## config.mk

```make
export PLATFORM = sky130hd
export DESIGN_NAME = sprite_pixel_scheduler_flat
export DESIGN_NICKNAME = d
export VERILOG_FILES = /design/src/rtl/sprite_pixel_scheduler_if.sv /design/src/rtl/sprite_pixel_scheduler.sv /design/src/flat_wrapper.sv
export SDC_FILE = /design/constraint.sdc
export NUM_CORES = 1
export LEC_CHECK = 0
export ABC_AREA = 1
export BUFFER_PORTS_ARGS = -buffer_cell sky130_fd_sc_hd__buf_2
export CAP_MARGIN = 20
export CORE_MARGIN = 1
export CORE_UTILIZATION = 45
export CTS_CLUSTER_DIAMETER = 150
export DETAILED_ROUTE_END_ITERATION = 7
export GPL_ROUTABILITY_DRIVEN = 1
export PLACE_DENSITY = 0.81
export RECOVER_POWER = 50
export REMOVE_ABC_BUFFERS = 1
export SYNTH_ARGS = -nofsm -noshare
export SYNTH_HDL_FRONTEND = slang
export SYNTH_SLANG_ARGS = --single-unit
export TNS_END_PERCENT = 50
```

## constraint.sdc

```tcl
create_clock -name clock -period 2.36 [get_ports clock]
set_clock_uncertainty 0.05 [all_clocks]
set_input_delay 0.118 -clock clock [delete_from_list [all_inputs] [get_ports clock]]
set_output_delay 0.118 -clock clock [all_outputs]
set_load 0.005 [all_outputs]
```

## src/rtl/sprite_pixel_scheduler_if.sv

```systemverilog
// Bundle between the per-frame sprite scheduler and its surroundings.
// The frame control, the drawer pixel streams and the VGA pixel port travel together.
// The slave modport is the scheduler's view of the bundle.
// The master modport is the view of whatever drives frames and drawers.
interface sprite_pixel_scheduler_if #(
    parameter int N_SPRITES = 7
);
    logic                     frame_tick;
    logic [N_SPRITES-1:0]     enable_mask;
    logic [8*N_SPRITES-1:0]   sprite_x;
    logic [7*N_SPRITES-1:0]   sprite_y;
    logic [3*N_SPRITES-1:0]   sprite_colour;
    logic [N_SPRITES-1:0]     sprite_done;

    logic [N_SPRITES-1:0]     start;
    logic                     erase;
    logic [7:0]               vga_x;
    logic [6:0]               vga_y;
    logic [2:0]               vga_colour;
    logic                     vga_plot;
    logic                     busy;
    logic                     overrun;
    logic                     timeout_err;

    modport slave (
        input  frame_tick, enable_mask, sprite_x, sprite_y, sprite_colour, sprite_done,
        output start, erase, vga_x, vga_y, vga_colour, vga_plot, busy, overrun, timeout_err
    );

    modport master (
        output frame_tick, enable_mask, sprite_x, sprite_y, sprite_colour, sprite_done,
        input  start, erase, vga_x, vga_y, vga_colour, vga_plot, busy, overrun, timeout_err
    );
endinterface

```

## src/rtl/sprite_pixel_scheduler.sv

```systemverilog
// Per-frame pixel scheduler sitting between the sprite drawers and the VGA adapter.
// Every frame tick walks the enabled drawer slots in index order.
// Each slot gets an erase pass (colour 000) and then a draw pass (sprite colour).
// Drawer pixels are forwarded to the VGA port with one cycle of latency.
// Off-screen coordinates are clipped.
// A drawer that never raises done is cut off after TIMEOUT cycles per pass.
module sprite_pixel_scheduler #(
    parameter int N_SPRITES = 7,
    parameter int SCREEN_W  = 160,
    parameter int SCREEN_H  = 120,
    parameter int TIMEOUT   = 64
) (
    input  logic clock,
    input  logic reset,
    sprite_pixel_scheduler_if.slave bus
);

    localparam int SEL_W = (N_SPRITES > 1) ? $clog2(N_SPRITES) : 1;
    localparam logic [SEL_W-1:0] LAST_SEL = SEL_W'(N_SPRITES - 1);
    localparam logic [6:0] TIMER_MAX = 7'(TIMEOUT - 1);

    typedef enum logic [2:0] {
        IDLE,
        SCAN,
        ST_E,
        ERASE,
        ST_D,
        DRAW,
        NEXT
    } state_t;

    state_t               state;
    logic [SEL_W-1:0]     sel;
    logic [6:0]           timer;

    logic [7:0]           cur_x;
    logic [6:0]           cur_y;
    logic [2:0]           cur_colour;
    logic                 cur_done;
    logic                 on_screen;
    logic [N_SPRITES-1:0] sel_onehot;
    logic                 pass_active;
    logic                 pass_exit;

    // Pick the selected drawer's stream out of the packed buses and pre-compute clipping and pass exit
    always_comb begin
        cur_x       = bus.sprite_x[int'(sel)*8 +: 8];
        cur_y       = bus.sprite_y[int'(sel)*7 +: 7];
        cur_colour  = bus.sprite_colour[int'(sel)*3 +: 3];
        cur_done    = bus.sprite_done[sel];
        on_screen   = ({1'b0, cur_x} < 9'(SCREEN_W)) && ({1'b0, cur_y} < 8'(SCREEN_H));
        sel_onehot  = {{(N_SPRITES-1){1'b0}}, 1'b1} << sel;
        pass_active = (state == ERASE) || (state == DRAW);
        pass_exit   = cur_done || (timer == TIMER_MAX);
    end

    // Frame sequencer with every output registered alongside the state
    always_ff @(posedge clock) begin
        if (reset) begin
            state           <= IDLE;
            sel             <= '0;
            timer           <= '0;
            bus.start       <= '0;
            bus.erase       <= 1'b0;
            bus.vga_x       <= '0;
            bus.vga_y       <= '0;
            bus.vga_colour  <= '0;
            bus.vga_plot    <= 1'b0;
            bus.busy        <= 1'b0;
            bus.overrun     <= 1'b0;
            bus.timeout_err <= 1'b0;
        end else begin
            bus.start    <= '0;
            bus.vga_plot <= 1'b0;
            bus.overrun  <= bus.frame_tick && (state != IDLE);

            if (pass_active && !cur_done) begin
                bus.vga_x      <= cur_x;
                bus.vga_y      <= cur_y;
                bus.vga_colour <= (state == DRAW) ? cur_colour : 3'b000;
                bus.vga_plot   <= on_screen;
            end

            case (state)
                IDLE: begin
                    if (bus.frame_tick) begin
                        sel      <= '0;
                        state    <= SCAN;
                        bus.busy <= 1'b1;
                    end
                end

                SCAN: begin
                    if (bus.enable_mask[sel]) begin
                        state     <= ST_E;
                        bus.start <= sel_onehot;
                        bus.erase <= 1'b1;
                        timer     <= '0;
                    end else if (sel == LAST_SEL) begin
                        state    <= IDLE;
                        bus.busy <= 1'b0;
                    end else begin
                        sel <= sel + SEL_W'(1);
                    end
                end

                ST_E: begin
                    timer <= '0;
                    state <= ERASE;
                end

                ERASE: begin
                    if (pass_exit) begin
                        if (!cur_done) begin
                            bus.timeout_err <= 1'b1;
                        end
                        state     <= ST_D;
                        bus.start <= sel_onehot;
                        bus.erase <= 1'b0;
                        timer     <= '0;
                    end else begin
                        timer <= timer + 7'd1;
                    end
                end

                ST_D: begin
                    timer <= '0;
                    state <= DRAW;
                end

                DRAW: begin
                    if (pass_exit) begin
                        if (!cur_done) begin
                            bus.timeout_err <= 1'b1;
                        end
                        state <= NEXT;
                    end else begin
                        timer <= timer + 7'd1;
                    end
                end

                NEXT: begin
                    if (sel == LAST_SEL) begin
                        state    <= IDLE;
                        bus.busy <= 1'b0;
                    end else begin
                        sel   <= sel + SEL_W'(1);
                        state <= SCAN;
                    end
                end

                default: begin
                    state    <= IDLE;
                    bus.busy <= 1'b0;
                    bus.erase <= 1'b0;
                end
            endcase
        end
    end

endmodule

```

## src/flat_wrapper.sv

```systemverilog
// flat-port wrapper written by rule: the top's interface ports become plain ports
module sprite_pixel_scheduler_flat 
#(
    parameter int N_SPRITES = 7,
    parameter int SCREEN_W  = 160,
    parameter int SCREEN_H  = 120,
    parameter int TIMEOUT   = 64
)
  (clock, reset, bus_frame_tick, bus_enable_mask, bus_sprite_x, bus_sprite_y, bus_sprite_colour, bus_sprite_done, bus_start, bus_erase, bus_vga_x, bus_vga_y, bus_vga_colour, bus_vga_plot, bus_busy, bus_overrun, bus_timeout_err);
  sprite_pixel_scheduler_if #(.N_SPRITES(N_SPRITES)) bus_i ();
  input  logic clock;
  input  logic reset;
  input wire logic [$bits(bus_i.frame_tick)-1:0] bus_frame_tick;
  input wire logic [$bits(bus_i.enable_mask)-1:0] bus_enable_mask;
  input wire logic [$bits(bus_i.sprite_x)-1:0] bus_sprite_x;
  input wire logic [$bits(bus_i.sprite_y)-1:0] bus_sprite_y;
  input wire logic [$bits(bus_i.sprite_colour)-1:0] bus_sprite_colour;
  input wire logic [$bits(bus_i.sprite_done)-1:0] bus_sprite_done;
  output wire logic [$bits(bus_i.start)-1:0] bus_start;
  output wire logic [$bits(bus_i.erase)-1:0] bus_erase;
  output wire logic [$bits(bus_i.vga_x)-1:0] bus_vga_x;
  output wire logic [$bits(bus_i.vga_y)-1:0] bus_vga_y;
  output wire logic [$bits(bus_i.vga_colour)-1:0] bus_vga_colour;
  output wire logic [$bits(bus_i.vga_plot)-1:0] bus_vga_plot;
  output wire logic [$bits(bus_i.busy)-1:0] bus_busy;
  output wire logic [$bits(bus_i.overrun)-1:0] bus_overrun;
  output wire logic [$bits(bus_i.timeout_err)-1:0] bus_timeout_err;
  assign bus_i.frame_tick = bus_frame_tick;
  assign bus_i.enable_mask = bus_enable_mask;
  assign bus_i.sprite_x = bus_sprite_x;
  assign bus_i.sprite_y = bus_sprite_y;
  assign bus_i.sprite_colour = bus_sprite_colour;
  assign bus_i.sprite_done = bus_sprite_done;
  assign bus_start = bus_i.start;
  assign bus_erase = bus_i.erase;
  assign bus_vga_x = bus_i.vga_x;
  assign bus_vga_y = bus_i.vga_y;
  assign bus_vga_colour = bus_i.vga_colour;
  assign bus_vga_plot = bus_i.vga_plot;
  assign bus_busy = bus_i.busy;
  assign bus_overrun = bus_i.overrun;
  assign bus_timeout_err = bus_i.timeout_err;
  sprite_pixel_scheduler #(.N_SPRITES(N_SPRITES), .SCREEN_W(SCREEN_W), .SCREEN_H(SCREEN_H), .TIMEOUT(TIMEOUT)) u_core (.clock(clock), .reset(reset), .bus(bus_i));
endmodule
```

# Word level (Yosys, flattened, before mapping)
# Cells that the tools add are included.
[totals]
out_inout_bits = 30
inputBits = 143
ff_bits = 43
wordCells = 93
[op_classes]
n_addsub = 2
order_cmp = 3
mul = 2
n_reduce_logical = 21
shift = 4
eq_ne = 15
muxes = 30
n_bitwise = 4
[op_table]
columns = ["cell", "n"]
rows = [
  ["indexed part select 56 x 7 -> 8 bit", 1],
  ["indexed part select 49 x 32 -> 7 bit", 1],
  ["2-to-1 mux 7 bit", 5],
  ["indexed part select 21 x 32 -> 3 bit", 1],
  ["one-hot mux 7 bit (4 select lines)", 1],
  ["2-to-1 mux 3 bit", 9],
  ["one-hot mux 3 bit (7 select lines)", 1],
  ["AND reduction 3 bit", 5],
  ["one-hot mux 7 bit (2 select lines)", 1],
  ["== test 3 bit, second input constant", 4],
  ["one-hot mux 3 bit (3 select lines)", 1],
  ["< comparator 8 bit, second input constant", 1],
  ["2-to-1 mux 1 bit", 8],
  ["adder 7 x 1 -> 7 bit, second input constant", 1],
  ["== test 7 x 6 -> 1 bit, second input constant", 1],
  ["< comparator 7 bit, second input constant", 1],
  ["left shift 1 x 3 -> 7 bit, first input constant", 1],
  ["binary-select mux 1 bit (select 3 bit)", 2],
  ["== test 3 x 2 -> 1 bit, second input constant", 2],
  ["multiplier 3 x 3 -> 6 bit, second input constant", 1],
  ["!= test 2 x 1 -> 1 bit, second input constant", 3],
  ["!= test 2 bit, second input constant", 3],
  ["nonzero test 3 bit", 2],
  ["OR reduction 2 bit", 3],
  ["16 further kinds", 22],
]

# Logic depth before layout (Yosys ltp)
# Gate-level depths: netlist of the first run.
[logic_depth]
ltp_word = 6
ltp_mapped = 15
ltp_nobuf = 12

# Worst setup path before layout of the first run
# OpenSTA, ideal clock, no wires.
[synth_timing]
path_type = "reg2reg"
startpoint = "reg u_core.sel[0]"
endpoint = "reg u_core.sel[0]"
n_path_buf = 4
arrival_ns = 1.693
setup_ns = 0.125
stages_incl_launch_ff = 13
t_required_ns = 2.185
period_less_slack_ns = 1.868
path_slack_ns = 0.492
cell_sequence = "dfxtp_1 > buf_6 > inv_2 > buf_6 > buf_6 > buf_2 > ha_1 > nand2_1 > o22ai_1 > nor2_1 > nand3_1 > nand2_1 > nor2_2"
[synth_via]
elab_chain_len = 4
elab_cells_between_ends = 9
cone_classes = "1 x add/sub; 2 x eq/ne; 5 x mux; 1 x reduce/logical"
[synth_rtl]
columns = ["element", "line_no", "text"]
rows = [
  ["start, declared", "sprite_pixel_scheduler.sv:33", "logic [SEL_W-1:0] sel;"],
  ["start signal, assigned", "sprite_pixel_scheduler.sv:103", "sel <= sel + SEL_W'(1);"],
  ["start signal, assigned", "sprite_pixel_scheduler.sv:147", "sel <= sel + SEL_W'(1);"],
  ["adder 3 x 1 -> 3 bit, or another cell as far along", "sprite_pixel_scheduler.sv:103, sprite_pixel_scheduler.sv:147", ""],
  ["2-to-1 mux 3 bit or 2-to-1 mux 1 bit (tied branches)", "sprite_pixel_scheduler.sv:99, sprite_pixel_scheduler.sv:143, sprite_pixel_scheduler.sv:94", ""],
  ["2-to-1 mux 3 bit or != test 2 bit (tied branches)", "-", ""],
  ["one-hot mux 3 bit (3 select lines) or AND reduction 3 bit (tied branches)", "-", ""],
]
# Several ways; a longest one is shown, not always the timed one. The select of a mux whose other input is x is not followed.
# A chain may end at the register's enable or synchronous reset.

# Worst setup path in the final report of the first run
[layout_timing]
startpoint = "reg u_core.sel[0]"
endpoint = "reg u_core.bus.vga_x[1]"
[layout_via]
elab_chain_len = 4
elab_cells_between_ends = 5
cone_classes = "1 x shift; 2 x mux; 2 x reduce/logical"
[layout_rtl]
columns = ["element", "line_no", "text"]
rows = [
  ["parallel branches: the longest is 4 deep, another holds indexed part select 56 x 7 -> 8 bit", "-", ""],
  ["end signal, assigned", "sprite_pixel_scheduler.sv:78", "bus.vga_x <= cur_x;"],
  ["end, declared", "sprite_pixel_scheduler_if.sv:27", "output start, erase, vga_x, vga_y, vga_colour, vga_plot, busy, overrun, timeout_err"],
]
# Several ways; the timed one is not identified. The select of a mux whose other input is x is not followed.

==> metrics.json, run 1 <==
{
  "synth_cell_type_count": {"value": 29},
  "post_synth_instance_area": {"value": 3100, "unit": "µm²"},
  "synth-edff-count": {"value": 0},
  "synth.most_common_cell": {"value": "sky130_fd_sc_hd__nand2_1"},
  "cts.repair.resized": {"value": 0},
  "synth.top_cell.area_share": {"value": 0.278},
  "detailedRoute.firstPassIterationCount": {"value": 5},
  "worst-endpoint-arrival": {"value": 2.25, "unit": "ns"},
  "dpl_cell_area": {"value": 3950, "unit": "µm²"},
  "antenna_found_initial": {"value": 0},
  "place_hpwl": {"value": 7610, "unit": "µm"},
  "vias_per_cell": {"value": 5.25},
  "worstPathMaxFanout": {"value": 24},
  "fin_hold_ws": {"value": 0.00777, "unit": "ns"},
  "clock_tree_from_tritoncts": {"value": "built"},
  "first_global_vias": {"value": 3624},
  "headroom_to_the_max_slew_limit": {"value": 0.572},
  "antenna_cells": {"value": 0},
  "ant_nets": {"value": 0},
  "final.period_utilization": {"value": 0.878},
  "maxCapViolations": {"value": 0},
  "finalHoldViolations": {"value": 0},
  "flow.area_growth_from_synthesis": {"value": 30.6, "unit": "%"},
  "synth_area_per_cell": {"value": 5.95, "unit": "µm²"},
  "rsz0062_at_grt": {"value": "no"},
  "fmax": {"value": 0.483, "unit": "GHz"},
  "design.portCount": {"value": 173},
  "report.final.setup_viol": {"value": 0},
  "clockRootBuffer": {"value": "sky130_fd_sc_hd__clkbuf_8"},
  "clock_tree.htree_level_count": {"value": 2},
  "postCtsHoldBufs": {"value": 0},
  "clock_latency": {"value": 0.30, "unit": "ns"},
  "yosys_register_bits": {"value": 43},
  "post_cts_buffers": {"value": 0},
  "endpoint_kind": {"value": "flop"},
  "required": {"value": 2.54, "unit": "ns"},
  "drtIter0Drc": {"value": 183},
  "global_route.overflow_total": {"value": 0},
  "floorplan.die.height": {"value": 85.0, "unit": "µm"},
  "period_minus_slack": {"value": 2.07, "unit": "ns"},
  "r2r_start": {"value": "u_core.sel[0]$_SDFFE_PP0P_"},
  "grt_start_max_net_pins": {"value": 53},
  "post_drt_wl_per_cell": {"value": 12.6, "unit": "µm"},
  "post_synth_most_frequent_cells": {"value": "sky130_fd_sc_hd__nand2_1 (114), sky130_fd_sc_hd__nor2_1 (100), sky130_fd_sc_hd__o21ai_0 (88), sky130_fd_sc_hd__dfxtp_1 (43), sky130_fd_sc_hd__inv_1 (39)"},
  "tritoncts.num_buffers": {"value": 5},
  "layout.cell_area.non_filler": {"value": 4050, "unit": "µm²"},
  "vias": {"value": 3974},
  "initial_core_util": {"value": 0.477},
  "multi_input_comb_area": {"value": 1890, "unit": "µm²"},
  "holdCritPathClass": {"value": "input port to flop"},
  "die_area": {"value": 7220, "unit": "µm²"},
  "final.fill_count": {"value": 630},
  "ys_async_sr_fraction": {"value": 0},
  "design.core.area": {"value": 6490, "unit": "µm²"},
  "numPortBuffers": {"value": 172},
  "worstSetupStartpoint": {"value": "u_core.sel[0]$_SDFFE_PP0P_"},
  "largest_buffer_count_on_any_clock_path": {"value": 2},
  "numClockSinks": {"value": 43},
  "post_route_cells_drive_above_1_share": {"value": 0.278},
  "reg2reg_setup_slack": {"value": 0.29, "unit": "ns"},
  "grt_first_pass_wirelength": {"value": 15600, "unit": "µm"},
  "cts.clk_slew.worst_paths": {"value": 0.08, "unit": "ns"},
  "vdd.ir_drop.worst": {"value": 0.317, "unit": "mV"},
  "crit_type": {"value": "flop to flop"},
  "placementRows": {"value": 29},
  "synth_largest_area_cell": {"value": "sky130_fd_sc_hd__dfxtp_1"},
  "pwr_dens": {"value": 704, "unit": "nW/µm²"},
  "grt_util_all_layers": {"value": 0.263},
  "total_wirelength_of_the_detailed_routed_design": {"value": 9560, "unit": "µm"},
  "die_width": {"value": 85.0, "unit": "µm"},
  "fraction_of_the_yosys_area_taken_by_sequential_cells": {"value": 0.278},
  "finalNetCount": {"value": 828},
  "worstHoldStart": {"value": "bus_frame_tick"},
  "synth_area_leaders": {"value": "sky130_fd_sc_hd__dfxtp_1 (28%), sky130_fd_sc_hd__o21ai_0 (14%), sky130_fd_sc_hd__nand2_1 (14%)"},
  "area_used_by_sequential_logic_in_the_layout": {"value": 862, "unit": "µm²"},
  "cellLeakagePower": {"value": 2.04, "unit": "nW"},
  "synth.yosys.warnings": {"value": 0},
  "drv_slew": {"value": 0},
  "synth-main-ff-cell": {"value": "sky130_fd_sc_hd__dfxtp_1"},
  "start_kind": {"value": "flop"},
  "globalplace.congestion": {"value": 0.899},
  "number_of_instances_in_the_synthesized_netlist": {"value": 521},
  "p_total": {"value": 2.85, "unit": "mW"},
  "drcViolationCount": {"value": 0},
  "outcome": {"value": "finished clean"},
  "max_slew.worst_pin.slew": {"value": 0.641, "unit": "ns"}
}
sequential cells by signal, summed over array words and instances (netlist names), 3 cells and up:
register,cells
u_core.bus.start,7
u_core.bus.vga_x,8
u_core.bus.vga_colour,3
u_core.timer,7
u_core.state,3
u_core.bus.vga_y,7
u_core.sel,3
worst paths after layout:
check	to	cells past startpoint
max	u_core.bus.vga_x[1]$_SDFFE_PP0P_	10
min	u_core.bus.overrun$_SDFF_PP0_	3
max reg2reg	u_core.bus.vga_x[1]$_SDFFE_PP0P_	10
min reg2reg	u_core.bus.erase$_SDFFE_PP0P_	2
layer usage:
metal  global-route usage  part of all wire  up-vias
met1                0.307              0.40     1736
met5                    0                 0        -
met3               0.0447             0.076       22
met2                0.482              0.50      193
li1                     -                 -     2023
met4               0.0971             0.024        0
through the flow:
step	cells	setup TNS, ns	utilization	worst slack [ns]
floorplan	490	-28.06	-	-0.836
global placement	749	0	0.608	0.426
detailed placement	749	0	0.608	0.336
CTS	757	0	0.626	0.296
global route	757	0	0.623	0.0476
finish	757	0	0.623	0.288
layout make-up:
| cell class | count | share of cell area |
|---|---|---|
| flip-flops and latches | 43 | 0.213 |
| clock inverters | 2 | 0.00865 |
| clock buffers | 6 | 0.0204 |
| inverters | 44 | 0.0411 |
| multi-input cells | 403 | 0.467 |
| well taps | 77 | 0.0238 |
| repair buffers | 182 | 0.227 |
critical path, stage by stage (launching register included):
cell                      delay, ns
sky130_fd_sc_hd__dfxtp_2       0.45
sky130_fd_sc_hd__inv_2         0.18
sky130_fd_sc_hd__nand2_1       0.11
sky130_fd_sc_hd__inv_2         0.04
sky130_fd_sc_hd__nand2_1       0.05
sky130_fd_sc_hd__nand3_1       0.08
sky130_fd_sc_hd__nand2_2       0.12
sky130_fd_sc_hd__nand2_1       0.26
sky130_fd_sc_hd__inv_2         0.37
sky130_fd_sc_hd__o21ai_0       0.13
sky130_fd_sc_hd__a21oi_1       0.16
report_power, final:
part	switching (mW)	leakage (nW)	internal [mW]
clock network	0.245	0.0612	0.342
registers	0.0778	0.349	0.819
logic	0.878	1.63	0.487
cells in the final DEF (no fill, tap or decap):
cell type | netlist | routed
sky130_fd_sc_hd__o21ai_0 | 88 | 88
sky130_fd_sc_hd__or2_0 | 1 | 1
sky130_fd_sc_hd__nor3_1 | 3 | 3
sky130_fd_sc_hd__nand2_4 | 2 | 2
sky130_fd_sc_hd__xnor2_1 | 1 | 1
sky130_fd_sc_hd__nand3_1 | 27 | 27
sky130_fd_sc_hd__nand2_1 | 114 | 114
sky130_fd_sc_hd__inv_1 | 39 | 39
sky130_fd_sc_hd__o211ai_1 | 11 | 11
sky130_fd_sc_hd__dfxtp_1 | 43 | 42
sky130_fd_sc_hd__clkinv_1 | 1 | 1
sky130_fd_sc_hd__o21ai_1 | 3 | 3
sky130_fd_sc_hd__clkbuf_8 | 0 | 6
sky130_fd_sc_hd__o221ai_1 | 3 | 3
sky130_fd_sc_hd__clkbuf_1 | 11 | 15
sky130_fd_sc_hd__bufinv_16 | 0 | 1
sky130_fd_sc_hd__a21oi_1 | 21 | 21
sky130_fd_sc_hd__nor2_1 | 100 | 100
sky130_fd_sc_hd__nor2_2 | 2 | 2
sky130_fd_sc_hd__nand3_2 | 2 | 2
sky130_fd_sc_hd__buf_2 | 7 | 157
sky130_fd_sc_hd__inv_2 | 3 | 3
sky130_fd_sc_hd__o22ai_1 | 15 | 15
sky130_fd_sc_hd__dfxtp_2 | 0 | 1
sky130_fd_sc_hd__xor2_1 | 1 | 1
sky130_fd_sc_hd__ha_1 | 6 | 6
sky130_fd_sc_hd__clkinv_2 | 1 | 2
sky130_fd_sc_hd__nand2_2 | 3 | 3
sky130_fd_sc_hd__buf_4 | 5 | 10
cells by family after synthesis:
group | Yosys count | share of synthesized area
xor gates and xnor gates | 2 | 0.00565
buffers and inverters | 75 | 0.113
adders and majority gates | 6 | 0.0242
and+or+nand+nor | 254 | 0.333
DFF | 43 | 0.278
AOI/OAI and AO/OA | 141 | 0.246
Power figures use the tool's default switching activity.
==> inputs of run 2 (changes only) <==
==> constraint.sdc (replaced) <==
create_clock -name clock -period 2.36 [get_ports clock]
set_clock_uncertainty 0.05 [all_clocks]
set_input_delay 0.354 -clock clock [delete_from_list [all_inputs] [get_ports clock]]
set_output_delay 0.354 -clock clock [all_outputs]
set_load 0.005 [all_outputs]
==> run 2 against run 1 <==
Compared with the run above:
- clock-buffer cell count unchanged
- largest power group unchanged
- die area is the same
- total power decreased by 0.83%
- combinational power about the same
- sequential power is essentially flat
- non-clock buffer count rose by 2
- hold slack improved by 0.24 ns
- sequential share of layout area is the same
- critical path depth grew 1
- wire length grew 0.66%
==> metrics.json, run 2 (synthesis gave the netlist of run 1 again) <==
{
  "outcome": {"value": "finished clean"},
  "worst-endpoint-arrival": {"value": 2.18, "unit": "ns", "change": "-0.07 ns"},
  "clock_power_share": {"value": 0.193, "change": "-0.013"},
  "antenna_found_initial": {"value": 0, "change": "unchanged"},
  "internal_power": {"value": 1.62, "unit": "mW", "change": "-1.5%"},
  "period_minus_slack": {"value": 2.04, "unit": "ns", "change": "-0.0277 ns"},
  "pwr-share-seq": {"value": 0.317, "change": "+0.002"},
  "post_drt_wl_per_cell": {"value": 12.7, "unit": "µm", "change": "+0.53%"},
  "clock_tree.htree_level_count": {"value": 2, "change": "unchanged"},
  "die_area": {"value": 7220, "unit": "µm²", "change": "unchanged"},
  "maxCapViolations": {"value": 0, "change": "unchanged"},
  "numPortBuffers": {"value": 172, "change": "unchanged"},
  "report.final.setup_viol": {"value": 0, "change": "unchanged"},
  "vias_per_cell": {"value": 5.22, "change": "-0.51%"},
  "pwr_dens": {"value": 698, "unit": "nW/µm²", "change": "-0.83%"},
  "layout.cell_area.non_filler": {"value": 4050, "unit": "µm²", "change": "unchanged"},
  "finalHoldViolations": {"value": 0, "change": "unchanged"},
  "clock_latency": {"value": 0.29, "unit": "ns", "change": "about the same"},
  "crit_type": {"value": "flop to flop"},
  "final_cell_mix": {"value": "sky130_fd_sc_hd__buf_2 (157), sky130_fd_sc_hd__nand2_1 (114), sky130_fd_sc_hd__nor2_1 (100)"},
  "p_comb_frac": {"value": 0.489, "change": "+0.010"},
  "net-switching-power": {"value": 1.20, "unit": "mW", "change": "about the same"},
  "place_inst": {"value": 751, "change": "+0.27%"},
  "finalNetCount": {"value": 830, "change": "+0.24%"},
  "place_hpwl": {"value": 7660, "unit": "µm", "change": "+0.63%"},
  "holdCritPathClass": {"value": "input port to flop"},
  "max_slew.worst_pin.slew": {"value": 0.664, "unit": "ns", "change": "+0.0233 ns"},
  "design.portCount": {"value": 173, "change": "unchanged"},
  "instances_no_fill": {"value": 758, "change": "+0.13%"},
  "design.core.area": {"value": 6490, "unit": "µm²", "change": "unchanged"},
  "post_cts_buffers": {"value": 0, "change": "unchanged"},
  "drcViolationCount": {"value": 0, "change": "unchanged"},
  "dpl_cell_area": {"value": 3970, "unit": "µm²", "change": "+0.38%"},
  "final.period_utilization": {"value": 0.866, "change": "-0.0118"},
  "grt_util_all_layers": {"value": 0.275, "change": "+0.0111"},
  "largest_buffer_count_on_any_clock_path": {"value": 2, "change": "unchanged"},
  "die_width": {"value": 85.0, "unit": "µm", "change": "unchanged"},
  "rsz0062_at_grt": {"value": "no"},
  "tns": {"value": 0, "unit": "ns", "change": "unchanged"},
  "vias": {"value": 3959, "change": "-0.38%"},
  "total_wirelength_of_the_detailed_routed_design": {"value": 9620, "unit": "µm", "change": "+0.66%"},
  "numClockSinks": {"value": 43, "change": "unchanged"},
  "post_route_cells_drive_above_1_share": {"value": 0.278, "change": "-0.000408"},
  "detailedRoute.firstPassIterationCount": {"value": 4, "change": "-1"},
  "worstPathMaxFanout": {"value": 23, "change": "-4.2%"},
  "fmax": {"value": 0.489, "unit": "GHz", "change": "+1.4%"},
  "drtIter0Drc": {"value": 256, "change": "+40%"},
  "p_total": {"value": 2.83, "unit": "mW", "change": "-0.83%"},
  "required": {"value": 2.49, "unit": "ns", "change": "-0.05 ns"},
  "vdd.ir_drop.worst": {"value": 0.265, "unit": "mV", "change": "-16%"},
  "cts.clk_slew.worst_paths": {"value": 0.07, "unit": "ns", "change": "about the same"},
  "grt_first_pass_wirelength": {"value": 16200, "unit": "µm", "change": "+3.9%"},
  "first_global_vias": {"value": 3743, "change": "+3.3%"},
  "clock_tree_from_tritoncts": {"value": "built"},
  "register_with_the_most_flip_flops": {"value": "u_core.bus.vga_x"},
  "end_of_flow_core_utilization": {"value": 0.623, "change": "unchanged"},
  "headroom_to_the_max_slew_limit": {"value": 0.557, "change": "-0.0156"},
  "grt_start_max_net_pins": {"value": 53, "change": "unchanged"},
  "min_delay_path_depth": {"value": 3, "change": "unchanged"},
  "power_switching_share": {"value": 0.425, "change": "+0.00392"},
  "number_of_flip_flops_in_the_largest_register": {"value": 8, "change": "unchanged"},
  "floorplan.die.height": {"value": 85.0, "unit": "µm", "change": "unchanged"},
  "placementRows": {"value": 29, "change": "unchanged"},
  "endpoint_kind": {"value": "flop"},
  "global_route.overflow_total": {"value": 0, "change": "unchanged"},
  "drv_slew": {"value": 0, "change": "unchanged"},
  "layout_commonest_cell": {"value": "sky130_fd_sc_hd__buf_2"},
  "tritoncts.num_buffers": {"value": 5, "change": "unchanged"},
  "start_kind": {"value": "flop"},
  "initial_core_util": {"value": 0.477, "change": "unchanged"},
  "clockRootBuffer": {"value": "sky130_fd_sc_hd__clkbuf_8"},
  "ant_nets": {"value": 0, "change": "unchanged"},
  "cellLeakagePower": {"value": 2.04, "unit": "nW", "change": "about the same"},
  "flow.area_growth_from_synthesis": {"value": 30.6, "unit": "%", "change": "unchanged"},
  "antenna_cells": {"value": 0, "change": "unchanged"},
  "globalplace.congestion": {"value": 0.907, "change": "+0.86%"},
  "worst-r2r-cell-count": {"value": 11, "change": "+1"}
}
run 2: cell types whose count changed in the layout (fill, tap and decap cells not counted), sizes merged:
cell / delta
clkinv: -1
clkbuf: +1
buf: +1
run 2: worst max-delay path: stages (launching register included):
cell and delay (ns):
sky130_fd_sc_hd__dfxtp_1 0.33, sky130_fd_sc_hd__inv_1 0.20, sky130_fd_sc_hd__clkbuf_2 0.42, sky130_fd_sc_hd__nand3_1 0.13, sky130_fd_sc_hd__nand3_1 0.15, sky130_fd_sc_hd__nand3_2 0.17
sky130_fd_sc_hd__nand2_4 0.15, sky130_fd_sc_hd__clkinv_2 0.10, sky130_fd_sc_hd__nand2_2 0.08, sky130_fd_sc_hd__nand2_1 0.05, sky130_fd_sc_hd__nand2_1 0.07, sky130_fd_sc_hd__nor2_2 0.03
run 2: area by class of cell:
| type | instances | area, µm² |
|---|---|---|
| Multi-Input combinational cell | 403 | 1890 |
| Sequential cell | 43 | 862 |
| Inverter | 44 | 169 |
| Timing Repair Buffer | 184 | 930 |
| Fill cell | 637 | 2450 |
| Clock inverter | 1 | 30.0 |
| Clock buffer | 6 | 72.6 |
| Tap cell | 77 | 96.3 |
run 2: power by group through the flow:
stage / sequential, mW / clock, mW / combinational, mW
after CTS: 0.894 / 0.554 / 1.38
after detailed placement: 0.909 / 0 / 1.38
after global routing: 0.909 / 0.588 / 1.58
after global placement: 0.907 / 0 / 1.35
final: 0.897 / 0.547 / 1.38
after floorplan: 0.951 / 0 / 0.866
run 2: per-stage QoR:
step / setup WS [ns] / hold slack (ns)
after floorplan: -0.836 / 0.371
after global placement: 0.433 / 0.406
after detailed placement: 0.313 / 0.407
after CTS: 0.290 / 0.240
after global routing: 0.0809 / 0.251
final: 0.316 / 0.245
run 2: timing repair:
item / 4_1_cts / 5_1_grt
setup endpoints to repair: 0 / 1
resized for setup: 0 / 2
hold buffers: 0 / 0
run 2: final timing paths:
check	from	to	slack (ns)
worst max-delay path	u_core.sel[1]$_SDFFE_PP0P_	u_core.sel[0]$_SDFFE_PP0P_	0.32
worst min-delay path	bus_frame_tick	u_core.bus.overrun$_SDFF_PP0_	0.25
worst max register to register	u_core.sel[1]$_SDFFE_PP0P_	u_core.sel[0]$_SDFFE_PP0P_	0.32
worst min register to register	u_core.bus.erase$_SDFFE_PP0P_	u_core.bus.erase$_SDFFE_PP0P_	0.42
run 2: routing by layer:
layer,up-vias,global-route usage,part of all wire
li1,2025,-,-
met1,1753,0.330,0.44
met2,162,0.500,0.49
met3,19,0.0447,0.058
met4,0,0.0832,0.018
met5,-,0,0
==> inputs of run 3 (changes only) <==
--- a/config.mk
+++ b/config.mk
@@ -5,11 +5,11 @@
 export SDC_FILE = /design/constraint.sdc
 export NUM_CORES = 1
 export LEC_CHECK = 0
-export ABC_AREA = 1
 export BUFFER_PORTS_ARGS = -buffer_cell sky130_fd_sc_hd__buf_2
 export CAP_MARGIN = 20
+export CORE_ASPECT_RATIO = 0.7
 export CORE_MARGIN = 1
-export CORE_UTILIZATION = 45
+export CORE_UTILIZATION = 44
 export CTS_CLUSTER_DIAMETER = 150
 export DETAILED_ROUTE_END_ITERATION = 7
 export GPL_ROUTABILITY_DRIVEN = 1
==> run 3 against run 2 <==
Compared with the run above:
- combinational power fell by 68%
- first-iteration DRC count fell by 26%
- sequential share of layout area rose by 0.39 points
- final cell count fell by 23%
- synthesized area fell by 6.1%
- critical path depth fell by 6
- design area fell by 1.7%
- largest power group is now registers
==> metrics.json, run 3 <==
{
  "outcome": {"value": "finished clean"},
  "start_kind": {"value": "flop"},
  "post_route_cells_drive_above_1_share": {"value": 0.440, "change": "+0.163"},
  "fin_hold_ws": {"value": 0.293, "unit": "ns", "change": "+0.0477 ns"},
  "drv_slew": {"value": 0, "change": "unchanged"},
  "synth_cell_type_count": {"value": 46, "change": "+59%"},
  "drcViolationCount": {"value": 0, "change": "unchanged"},
  "r2r_start": {"value": "u_core.sel[1]$_SDFFE_PP0P_"},
  "holdCritPathClass": {"value": "input port to flop"},
  "worstPathMaxFanout": {"value": 17, "change": "-26%"},
  "clock_latency": {"value": 0.29, "unit": "ns", "change": "about the same"},
  "instances_no_fill": {"value": 582, "change": "-23%"},
  "synth-edff-count": {"value": 0, "change": "unchanged"},
  "maxCapViolations": {"value": 0, "change": "unchanged"},
  "period_minus_slack": {"value": 2.25, "unit": "ns", "change": "+0.205 ns"},
  "antenna_found_initial": {"value": 0, "change": "unchanged"},
  "headroom_to_the_max_slew_limit": {"value": 0.601, "change": "+0.0445"},
  "timing.critical_path.slowest_cell_delay": {"value": 0.54, "unit": "ns", "change": "+0.12 ns"},
  "worstSetupStartpoint": {"value": "u_core.sel[1]$_SDFFE_PP0P_"},
  "clock_tree_from_tritoncts": {"value": "built"},
  "tns": {"value": 0, "unit": "ns", "change": "unchanged"},
  "synth_area_per_cell": {"value": 8.77, "unit": "µm²", "change": "+47%"},
  "report.final.setup_viol": {"value": 0, "change": "unchanged"},
  "detailedRoute.firstPassIterationCount": {"value": 5, "change": "+1"},
  "total_wirelength_of_the_detailed_routed_design": {"value": 9570, "unit": "µm", "change": "-0.61%"},
  "synth_largest_area_cell": {"value": "sky130_fd_sc_hd__dfxtp_1"},
  "endpoint_kind": {"value": "flop"},
  "crit_path_cell_trace": {"value": "mux2_4 > a221o_1 > a21o_4 > or4_1 > a21oi_1"},
  "clock_power_share": {"value": 0.299, "change": "+0.106"},
  "cp.depth": {"value": 5, "change": "-6"},
  "initial_core_util": {"value": 0.462, "change": "-0.0157"},
  "final_cell_mix": {"value": "sky130_fd_sc_hd__buf_2 (156), sky130_fd_sc_hd__nor2_1 (47), sky130_fd_sc_hd__dfxtp_1 (41)"},
  "synth.most_common_cell": {"value": "sky130_fd_sc_hd__nor2_1"},
  "drtIter0Drc": {"value": 190, "change": "-26%"},
  "die_area": {"value": 6950, "unit": "µm²", "change": "-3.8%"},
  "place_inst": {"value": 574, "change": "-24%"},
  "post_synth_most_frequent_cells": {"value": "sky130_fd_sc_hd__nor2_1 (47), sky130_fd_sc_hd__dfxtp_1 (43), sky130_fd_sc_hd__a21oi_1 (35), sky130_fd_sc_hd__nand2_1 (28), sky130_fd_sc_hd__clkbuf_1 (20)"},
  "final.fill_count": {"value": 578, "change": "-9.3%"},
  "antenna_cells": {"value": 0, "change": "unchanged"},
  "global_route.overflow_total": {"value": 0, "change": "unchanged"},
  "ant_nets": {"value": 0, "change": "unchanged"},
  "critPathCapture": {"value": "u_core.bus.vga_colour[0]$_SDFFE_PP0P_"},
  "flow.area_growth_from_synthesis": {"value": 36.8, "unit": "%"},
  "cellLeakagePower": {"value": 1.75, "unit": "nW", "change": "-14%"},
  "first_global_vias": {"value": 3195, "change": "-15%"},
  "p_total": {"value": 1.72, "unit": "mW", "change": "-39%"},
  "largest_buffer_count_on_any_clock_path": {"value": 2, "change": "unchanged"},
  "max_slew.worst_pin.slew": {"value": 0.593, "unit": "ns", "change": "-0.0715 ns"},
  "register_with_the_most_flip_flops": {"value": "u_core.bus.vga_x"},
  "clock_tree.htree_level_count": {"value": 2, "change": "unchanged"},
  "grt_start_max_net_pins": {"value": 34, "change": "-36%"},
  "critPathSlowestCell": {"value": "sky130_fd_sc_hd__or4_1"},
  "grt_util_all_layers": {"value": 0.281, "change": "+0.00659"},
  "dpl_cell_area": {"value": 3900, "unit": "µm²", "change": "-1.7%"},
  "pwr-share-seq": {"value": 0.445, "change": "+0.128"},
  "post_cts_buffers": {"value": 0, "change": "unchanged"},
  "post_synth_instance_area": {"value": 2910, "unit": "µm²", "change": "-6.1%"},
  "globalplace.congestion": {"value": 0.900, "change": "-0.75%"},
  "tritoncts.num_buffers": {"value": 5, "change": "unchanged"},
  "number_of_instances_in_the_synthesized_netlist": {"value": 332, "change": "-36%"},
  "yosys_register_bits": {"value": 43, "change": "unchanged"},
  "place_worst_setup_slack": {"value": 0.106, "unit": "ns", "change": "-0.207 ns"},
  "synth.yosys.warnings": {"value": 0, "change": "unchanged"},
  "numClockSinks": {"value": 43, "change": "unchanged"},
  "design.core.area": {"value": 6310, "unit": "µm²", "change": "-2.9%"},
  "worst-endpoint-arrival": {"value": 2.43, "unit": "ns", "change": "+0.25 ns"},
  "p_comb_frac": {"value": 0.256, "change": "-0.233"},
  "cts.clk_slew.worst_paths": {"value": 0.08, "unit": "ns", "change": "about the same"},
  "synth-main-ff-cell": {"value": "sky130_fd_sc_hd__dfxtp_1"},
  "synth.top_cell.area_share": {"value": 0.296, "change": "+0.0180"},
  "layout_setup_ws": {"value": 0.111, "unit": "ns", "change": "-0.205 ns"},
  "fmax": {"value": 0.445, "unit": "GHz", "change": "-9.1%"},
  "power_switching_share": {"value": 0.277, "change": "-0.149"},
  "cpLargestDelayFamily": {"value": "compound AO/OA/AOI/OAI gates"},
  "crit_type": {"value": "flop to flop"},
  "net-switching-power": {"value": 0.475, "unit": "mW", "change": "-60%"},
  "ys_async_sr_fraction": {"value": 0, "change": "unchanged"},
  "vias_per_cell": {"value": 5.70, "change": "+9.1%"},
  "design.portCount": {"value": 173, "change": "unchanged"},
  "die_width": {"value": 99.2, "unit": "µm", "change": "+17%"},
  "pwr_dens": {"value": 431, "unit": "nW/µm²", "change": "-38%"},
  "worstReg2RegEnd": {"value": "u_core.bus.vga_colour[0]$_SDFFE_PP0P_"},
  "post_drt_wl_per_cell": {"value": 16.4, "unit": "µm", "change": "+29%"},
  "placementRows": {"value": 24, "change": "-17%"},
  "vdd.ir_drop.worst": {"value": 0.234, "unit": "mV", "change": "-12%"},
  "fraction_of_the_yosys_area_taken_by_sequential_cells": {"value": 0.296, "change": "+0.0180"},
  "layout_commonest_cell": {"value": "sky130_fd_sc_hd__buf_2"},
  "required": {"value": 2.54, "unit": "ns", "change": "+0.05 ns"},
  "reg2reg_setup_slack": {"value": 0.11, "unit": "ns", "change": "-0.20 ns"},
  "layout.cell_area.non_filler": {"value": 3980, "unit": "µm²", "change": "-1.7%"},
  "clockRootBuffer": {"value": "sky130_fd_sc_hd__clkbuf_8"},
  "vias": {"value": 3315, "change": "-16%"},
  "critPathBufInv": {"value": 0, "change": "-3"},
  "final.period_utilization": {"value": 0.953, "change": "+0.0868"},
  "place_hpwl": {"value": 7590, "unit": "µm", "change": "-0.95%"},
  "number_of_flip_flops_in_the_largest_register": {"value": 8, "change": "unchanged"},
  "numPortBuffers": {"value": 172, "change": "unchanged"},
  "rsz0062_at_grt": {"value": "no"},
  "floorplan.die.height": {"value": 70.0, "unit": "µm", "change": "-18%"},
  "worst-r2r-cell-count": {"value": 5, "change": "-6"},
  "internal_power": {"value": 1.24, "unit": "mW", "change": "-24%"},
  "end_of_flow_core_utilization": {"value": 0.631, "change": "+0.00796"},
  "synth_area_leaders": {"value": "sky130_fd_sc_hd__dfxtp_1 (30%), sky130_fd_sc_hd__mux4_2 (15%), sky130_fd_sc_hd__nor2_1 (6.1%)"},
  "finalNetCount": {"value": 652, "change": "-21%"},
  "finalHoldViolations": {"value": 0, "change": "unchanged"},
  "grt_first_pass_wirelength": {"value": 15300, "unit": "µm", "change": "-5.6%"}
}
==> run 3: changes by cell type after synthesis, sizes merged, moves of 14 or more <==
cell   change
nand2     -91
o21ai     -74
nor2      -54
inv       -36
nand3     -25
mux4      +19
mux2i     +16
o22ai     -15
a21oi     +14
mux2      +14
==> run 3: logic make-up after synthesis <==
family,count (synthesis),synth area share
AND/OR/NAND/NOR,118,0.189
flip-flops,43,0.296
XOR/XNOR,1,0.00301
adder cells (fa/ha/maj),6,0.0258
buffers and inverters,34,0.0499
multiplexers,49,0.258
AO/OA/AOI/OAI,81,0.179
==> run 3: worst min-delay path by stage <==
stage,start,endpoint,slack [ns],cells after the start
2_1_floorplan,reset,u_core.bus.vga_colour[0]$_SDFFE_PP0P_,0.37,1
3_3_place_gp,u_core.timer[6]$_SDFFE_PP0P_,u_core.timer[6]$_SDFFE_PP0P_,0.39,2
3_5_place_dp,u_core.timer[6]$_SDFFE_PP0P_,u_core.timer[6]$_SDFFE_PP0P_,0.39,2
4_1_cts,bus_frame_tick,u_core.bus.overrun$_SDFF_PP0_,0.29,2
5_1_grt,bus_frame_tick,u_core.bus.overrun$_SDFF_PP0_,0.28,2
6_report,bus_frame_tick,u_core.bus.overrun$_SDFF_PP0_,0.29,2
==> run 3: power groups by stage <==
stage | clock network, mW | registers, mW | logic [mW]
after floorplan | 0 | 0.795 | 0.206
after global routing | 0.558 | 0.767 | 0.482
final | 0.514 | 0.764 | 0.439
after detailed placement | 0 | 0.780 | 0.435
after CTS | 0.520 | 0.763 | 0.438
after global placement | 0 | 0.779 | 0.421
==> run 3: routing by layer <==
layer  wire length (µm)  GRT usage
met5                  0          0
met4                213     0.0964
met2               4760      0.500
met3                786     0.0591
met1               3810      0.337
==> run 3: final cells by class <==
type / count / area (µm²) / share of cell area
Multi-Input combinational cell: 255 / 1910 / 0.480
Timing Repair Buffer: 192 / 987 / 0.248
Sequential cell: 43 / 863 / 0.217
Clock buffer: 8 / 100 / 0.0251
Tap cell: 78 / 97.6 / 0.0245
Inverter: 6 / 22.5 / 0.00566
==> run 3: worst reg2reg max path, stage by stage, from the launching register on <==
cell	delay, ns
sky130_fd_sc_hd__dfxtp_2	0.40
sky130_fd_sc_hd__mux2_4	0.32
sky130_fd_sc_hd__a221o_1	0.41
sky130_fd_sc_hd__a21o_4	0.30
sky130_fd_sc_hd__or4_1	0.54
sky130_fd_sc_hd__a21oi_1	0.16
==> run 3: what timing repair did <==
item	4_1_cts	5_1_grt
hold buffers	0	0
endpoints found under the hold margin	0	0
endpoints found under the setup margin	0	3
gates resized for setup	0	1
